<file path="config.mk">
export PLATFORM = sky130hd
export DESIGN_NAME = sccb_config_sequencer
export DESIGN_NICKNAME = d
export VERILOG_FILES = /design/src/rtl/sccb_config_sequencer.sv
export SDC_FILE = /design/constraint.sdc
export NUM_CORES = 1
export LEC_CHECK = 0
export CORE_ASPECT_RATIO = 1.25
export CORE_MARGIN = 1.5
export CORE_UTILIZATION = 51
export CTS_BUF_LIST = sky130_fd_sc_hd__clkbuf_4 sky130_fd_sc_hd__clkbuf_8
export DETAILED_ROUTE_END_ITERATION = 10
export HOLD_SLACK_MARGIN = 0.03
export PLACE_DENSITY = 0.9
export RECOVER_POWER = 25
export SETUP_SLACK_MARGIN = 0.4
export SYNTH_ARGS = -nofsm -noshare
export SYNTH_HDL_FRONTEND = slang
export SYNTH_SLANG_ARGS = --single-unit
</file>
<file path="constraint.sdc">
create_clock -name clk -period 2.9 [get_ports clk]
set_input_delay 0.87 -clock clk [delete_from_list [all_inputs] [get_ports clk]]
set_output_delay 0.87 -clock clk [all_outputs]
set_load 0.01 [all_outputs]
</file>
<file path="src/rtl/sccb_config_sequencer.sv">
// -----------------------------------------------------------------------------
// sccb_config_sequencer
//
// Walks a synchronous command ROM after reset and feeds each {rega, value}
// pair, together with a fixed device ID, to the SCCB sender's command port.
// Each command stays on the port through the sender's latch window. Table
// words 16'hFFFF (end) and 16'hFFF0 (delay) are interpreted in-band.
// Completion is reported on done/busy, and resend replays the table.
//
// Build option:
//   SCCB_DELAY_CMD_EN  defined   : 16'hFFF0 waits DELAY_CYCLES before the next
//                                   entry (camera settling after soft reset).
//                      undefined : 16'hFFF0 is skipped. No delay hardware.
//
// Ports:
//   clk       in   system clock
//   clr_n     in   asynchronous active-low reset
//   resend    in   replay the table from entry 0 (only acted on when done)
//   cmd_addr  out  ROM address (registered)
//   cmd_data  in   ROM word {rega, value}, valid one cycle after cmd_addr
//   send      out  command request to the sender
//   taken     in   one-cycle accept pulse from the sender
//   id        out  SCCB write address, constant DEV_ID
//   rega      out  register address of the current command
//   value     out  register data of the current command
//   busy      out  high whenever the table is not finished
//   done      out  table finished
// -----------------------------------------------------------------------------
module sccb_config_sequencer #(
    parameter logic [7:0]  DEV_ID       = 8'h42,
    parameter int unsigned ADDR_W       = 8,
    parameter logic [15:0] BOOT_CYCLES  = 16'd50000,
    parameter logic [8:0]  HOLD_CYCLES  = 9'd256,
    parameter logic [23:0] DELAY_CYCLES = 24'd500000
) (
    input  logic              clk,
    input  logic              clr_n,
    input  logic              resend,
    output logic [ADDR_W-1:0] cmd_addr,
    input  logic [15:0]       cmd_data,
    output logic              send,
    input  logic              taken,
    output logic [7:0]        id,
    output logic [7:0]        rega,
    output logic [7:0]        value,
    output logic              busy,
    output logic              done
);

    typedef enum logic [2:0] {
        ST_BOOT,
        ST_FETCH,
        ST_DECODE,
        ST_SEND,
        ST_HOLD,
`ifdef SCCB_DELAY_CMD_EN
        ST_DELAY,
`endif
        ST_DONE
    } state_e;

    localparam logic [15:0]       CMD_END   = 16'hFFFF;
    localparam logic [15:0]       CMD_DELAY = 16'hFFF0;
    // Counters run 0 .. N-1 and compare for equality with the last value.
    localparam logic [15:0]       BOOT_LAST = BOOT_CYCLES - 16'd1;
    localparam logic [15:0]       HOLD_LAST = {7'd0, HOLD_CYCLES - 9'd1};
    localparam logic [ADDR_W-1:0] ADDR_LAST = '1;
    localparam logic [ADDR_W-1:0] ADDR_ONE  = ADDR_W'(1);

    state_e            state_q, state_d;
    logic [15:0]       cnt_q, cnt_d;      // shared by BOOT and HOLD
    logic [ADDR_W-1:0] addr_q, addr_d;
    logic [7:0]        rega_q, rega_d;
    logic [7:0]        value_q, value_d;

`ifdef SCCB_DELAY_CMD_EN
    localparam logic [23:0] DELAY_LAST = DELAY_CYCLES - 24'd1;
    logic [23:0]       dly_q, dly_d;
`else
    // DELAY_CYCLES has no hardware in this build; the empty block only keeps
    // the parameter referenced so both builds share one parameter list.
    if (DELAY_CYCLES == 24'd0) begin : g_delay_unused
    end
`endif

    // Finishing an entry advances the address, except at the top of the ROM
    // where the table is treated as ended instead of wrapping to entry 0.
    logic              at_last;
    logic [ADDR_W-1:0] addr_next;
    state_e            after_entry;

    assign at_last     = (addr_q == ADDR_LAST);
    assign addr_next   = at_last ? addr_q : addr_q + ADDR_ONE;
    assign after_entry = at_last ? ST_DONE : ST_FETCH;

    // -------------------------------------------------------------------------
    // State and datapath registers
    // -------------------------------------------------------------------------
    // NOTE: sequential state uses non-blocking assignments so every register
    // samples the pre-edge values of the others.
    always_ff @(posedge clk or negedge clr_n) begin
        if (!clr_n) begin
            state_q <= ST_BOOT;
            cnt_q   <= '0;
            addr_q  <= '0;
            rega_q  <= '0;
            value_q <= '0;
`ifdef SCCB_DELAY_CMD_EN
            dly_q   <= '0;
`endif
        end else begin
            state_q <= state_d;
            cnt_q   <= cnt_d;
            addr_q  <= addr_d;
            rega_q  <= rega_d;
            value_q <= value_d;
`ifdef SCCB_DELAY_CMD_EN
            dly_q   <= dly_d;
`endif
        end
    end

    // -------------------------------------------------------------------------
    // Next-state logic
    // -------------------------------------------------------------------------
    always_comb begin
        // NOTE: every signal gets a default first so no path infers a latch.
        state_d = state_q;
        cnt_d   = cnt_q;
        addr_d  = addr_q;
        rega_d  = rega_q;
        value_d = value_q;
`ifdef SCCB_DELAY_CMD_EN
        dly_d   = dly_q;
`endif
        case (state_q)
            ST_BOOT: begin
                if (cnt_q == BOOT_LAST) begin
                    cnt_d   = '0;
                    state_d = ST_FETCH;
                end else begin
                    cnt_d = cnt_q + 16'd1;
                end
            end
            // One cycle for the ROM to present the word at addr_q.
            ST_FETCH: state_d = ST_DECODE;
            ST_DECODE: begin
                if (cmd_data == CMD_END) begin
                    state_d = ST_DONE;
                end else if (cmd_data == CMD_DELAY) begin
`ifdef SCCB_DELAY_CMD_EN
                    dly_d   = '0;
                    state_d = ST_DELAY;
`else
                    addr_d  = addr_next;
                    state_d = after_entry;
`endif
                end else begin
                    rega_d  = cmd_data[15:8];
                    value_d = cmd_data[7:0];
                    state_d = ST_SEND;
                end
            end
            ST_SEND: begin
                if (taken) begin
                    cnt_d   = '0;
                    state_d = ST_HOLD;
                end
            end
            // The sender latches the command at its divider wrap well after
            // taken, so the port is held for the whole window.
            ST_HOLD: begin
                if (cnt_q == HOLD_LAST) begin
                    cnt_d   = '0;
                    addr_d  = addr_next;
                    state_d = after_entry;
                end else begin
                    cnt_d = cnt_q + 16'd1;
                end
            end
`ifdef SCCB_DELAY_CMD_EN
            ST_DELAY: begin
                if (dly_q == DELAY_LAST) begin
                    dly_d   = '0;
                    addr_d  = addr_next;
                    state_d = after_entry;
                end else begin
                    dly_d = dly_q + 24'd1;
                end
            end
`endif
            ST_DONE: begin
                // Replays skip BOOT: the camera is already powered up.
                if (resend) begin
                    addr_d  = '0;
                    state_d = ST_FETCH;
                end
            end
            default: state_d = ST_BOOT;
        endcase
    end

    // -------------------------------------------------------------------------
    // Outputs, decoded from the state register so clr_n drops send at once
    // -------------------------------------------------------------------------
    always_comb begin
        send = 1'b0;
        busy = 1'b1;
        done = 1'b0;
        case (state_q)
            ST_SEND, ST_HOLD: send = 1'b1;
            ST_DONE: begin
                busy = 1'b0;
                done = 1'b1;
            end
            default: ;
        endcase
    end

    assign id       = DEV_ID;
    assign cmd_addr = addr_q;
    assign rega     = rega_q;
    assign value    = value_q;

endmodule

</file>
==> results.json <==
{
  "status": "completed",
  "setup-violations-final": 0,
  "core_area_um2": 4392,
  "synthMuxAreaShare_pct": 7.813,
  "ctsLongestPathBuffers": 2,
  "skew_ns": 0.008340,
  "ios": 55,
  "antennaDiodeCount": 0,
  "grt_pass1_wl_um": 8280,
  "std_cell_rows": 27,
  "dieArea_um2": 4937,
  "synthArstFlopShare_pct": 100.0,
  "grt_max_degree": 44,
  "initial_utilization_pct": 52.51,
  "grt_pass1_vias": 1925,
  "p_int_mw": 0.9167,
  "ant_nets": 0,
  "drtPass1Iterations": 4,
  "tightest_slew_ns": 1.040,
  "power_frac_comb_pct": 7.6,
  "finalCritPeriodShare_pct": 85.98,
  "synth_simple_gate_area_share_pct": 22.19,
  "via_per_inst": 5.570,
  "place_area_um2": 2841,
  "wl_per_cell_um": 14.52,
  "syn_area_per_cell_um2": 10.16,
  "grtUsageTotal_pct": 21.21,
  "fin_area_um2": 3043,
  "htree_levels": 2,
  "synth_edf_count": 0,
  "clkPwrFrac_pct": 39.9,
  "vias": 1916,
  "yosys.area_share.xor_xnor_pct": 4.938,
  "sw_frac_of_total_pct": 21.81,
  "wl_um": 4995,
  "cts_tree": "built",
  "nets": 307,
  "max_freq_mhz": 401.0,
  "final_core_util_pct": 69.29,
  "synth_top_family_by_area": "simple AND/OR/NAND/NOR gates",
  "p_per_area_nw_per_um2": 385.3,
  "syn-cell-area_um2": 2306,
  "port_buffers": 46,
  "synth_flop_cell": "dfrtp_1",
  "root_buffer": "clkbuf_8",
  "max-slew-margin-rel_pct": 30.65,
  "worst-path-max-fanout": 5,
  "synth.distinct_cells": 47,
  "die_h_um": 78.18,
  "seqPwrFrac_pct": 52.5,
  "area.growth.synth_to_final_pct": 31.96,
  "power.switching_mw": 0.2557,
  "drive_above_1_share_pct": 20.98,
  "drc": 0,
  "hpwl_um": 3425,
  "synthAdderAreaFrac_pct": 1.085,
  "crit_arrival_ns": 1.62,
  "routabilityCongestion": 0.9127,
  "rsz0062_at_grt": "true",
  "min_period_ns": 2.494,
  "drv_cap": 0,
  "ys_seq_elements": 43,
  "yosysWarningCount": 0,
  "required_ns": 2.03,
  "cts_sinks": 43,
  "hold_path_class": "register to register",
  "cts_made_buffers": 5,
  "antenna_found_initial": 0,
  "cp-end-kind": "output pin",
  "hold_viol": 0,
  "irDropWorstVdd_mv": 0.2999,
  "overflow": 0,
  "dieWidth_um": 63.15,
  "clk_pin_slew_ns": 0.09,
  "drt_iter0_markers": 57,
  "crit_type": "register to output pin",
  "synth_compound_area_share_pct": 12.37,
  "insertion_delay_ns": 0.30,
  "syn_inst": 227,
  "yosysSeqAreaShare_pct": 46.66,
  "hold_buffers": 0,
  "report.final.slew_viol_count": 0,
  "start_kind": "register",
  "cellLeakagePower_nw": 1.319
}
[power groups by stage]
stage | sequential [mW] | combinational (mW) | clock [mW]
2_1_floorplan | 0.633 | 0.0249 | 0
3_3_place_gp | 0.627 | 0.0884 | 0
3_5_place_dp | 0.628 | 0.0901 | 0
4_1_cts | 0.616 | 0.0906 | 0.480
5_1_grt | 0.618 | 0.0969 | 0.505
6_report | 0.616 | 0.0890 | 0.468
[worst max-delay path: stages (launching register included)]
cell and delay [ns]:
dfrtp_1 0.42, nand2_1 0.13, nor2_4 0.18, inv_1 0.10
clkdlybuf4s50_1 0.49
[layout make-up]
class | count | area (um2)
Clock inverter | 3 | 43.79
Fill cell | 315 | 1349
Sequential cell | 43 | 1079
Clock buffer | 5 | 68.82
Inverter | 3 | 11.26
Tap cell | 58 | 72.57
Multi-Input combinational cell | 171 | 1184
Timing Repair Buffer | 61 | 584.3
[Yosys cell counts (3+ instances only)]
cell / number / share of area [%]
and2_1: 3 / 0.81
inv_1: 3 / 0.49
nand4_1: 11 / 3.0
buf_2: 4 / 0.87
nor3_1: 3 / 0.65
nand3_1: 7 / 1.5
nor2_1: 25 / 4.1
and3_1: 5 / 1.4
xor2_1: 9 / 3.4
xnor2_1: 4 / 1.5
or3b_2: 3 / 1.1
mux2_2: 16 / 7.8
o21ai_0: 7 / 1.5
dfrtp_1: 43 / 47
nand2_1: 16 / 2.6
a21oi_1: 6 / 1.3
nor2b_1: 3 / 0.81
buf_4: 8 / 2.6
clkbuf_1: 4 / 0.65
o31ai_1: 12 / 3.9
or3_1: 3 / 0.81
[stage by stage]
step	std cells	hold slack [ns]	total power, mW	setup slack, ns	setup TNS (ns)
finish	344	0.5083	1.172	0.4065	0
global route	344	0.5309	1.219	0.3344	0
CTS	343	0.5146	1.187	0.4026	0
detailed placement	330	0.4907	0.7179	-0.1138	-0.4965
global placement	330	0.4763	0.7156	-0.04690	-0.2136
floorplan	233	0.4571	0.6583	0.4025	0
[what timing repair did]
action,CTS,global route
buffers inserted,5,1
hold endpoints to repair,0,0
endpoints found under the setup margin,10,7
resized for setup,12,5
pin swaps,4,3
[flip-flops by register name, summed over array words and instances, names as in the netlist]
name / flops
cnt_q: 16
value: 8
rega: 8
cmd_addr: 8
state_q: 3
[cell families (layout without fill, tap and decap cells)]
group | Yosys count | after routing
compound gates | 39 | 39
xor+xnor | 13 | 13
fa+ha+maj | 2 | 2
buf+inv | 19 | 72
flops | 43 | 43
mux | 16 | 16
other cells | 2 | 8
simple gates | 93 | 93
[placed cells by master, fill, tap and decap left out, types with 2 or more instances in the layout]
cell / n
nand4_1: 11
dfrtp_2: 2
buf_4: 14
ha_1: 2
dlygate4sd2_1: 3
or2_2: 2
clkdlybuf4s50_1: 39
dlymetal6s2s_1: 3
or3_1: 2
nor2_1: 24
nor2b_1: 3
nand2b_1: 2
clkbuf_8: 5
o21ai_1: 2
xnor2_1: 4
o31ai_1: 10
a21oi_1: 5
mux2_2: 16
or3b_2: 2
and3_1: 5
dfrtp_1: 41
o21ai_0: 7
inv_1: 3
xor2_1: 9
nor3_1: 2
o31ai_2: 2
nand3_1: 7
conb_1: 8
and2_1: 3
or4_4: 2
nand2_1: 16
[final timing paths]
kind                                 start           to  slack (ns)  cells after the start
worst max-delay path            state_q[0]         busy        0.41                      4
worst min-delay path               rega[6]      rega[6]        0.51                      1
worst max register to register   cnt_q[13]  cmd_addr[5]        0.66                      5
worst min register to register     rega[6]      rega[6]        0.51                      1
max in group asynchronous            clr_n   state_q[2]        1.45                      1
min in group asynchronous            clr_n     cnt_q[9]        0.74                      1
[metal layers]
| metal | vias up | GRT usage (%) | routed length (um) |
|---|---|---|---|
| li1 | 922 | - | - |
| met1 | 935 | 24.22 | 2042 |
| met2 | 51 | 37.45 | 2683 |
| met3 | 8 | 4.871 | 201 |
| met4 | 0 | 9.778 | 67 |
| met5 | - | 0 | 0 |
(Power assumes the default switching activity.)
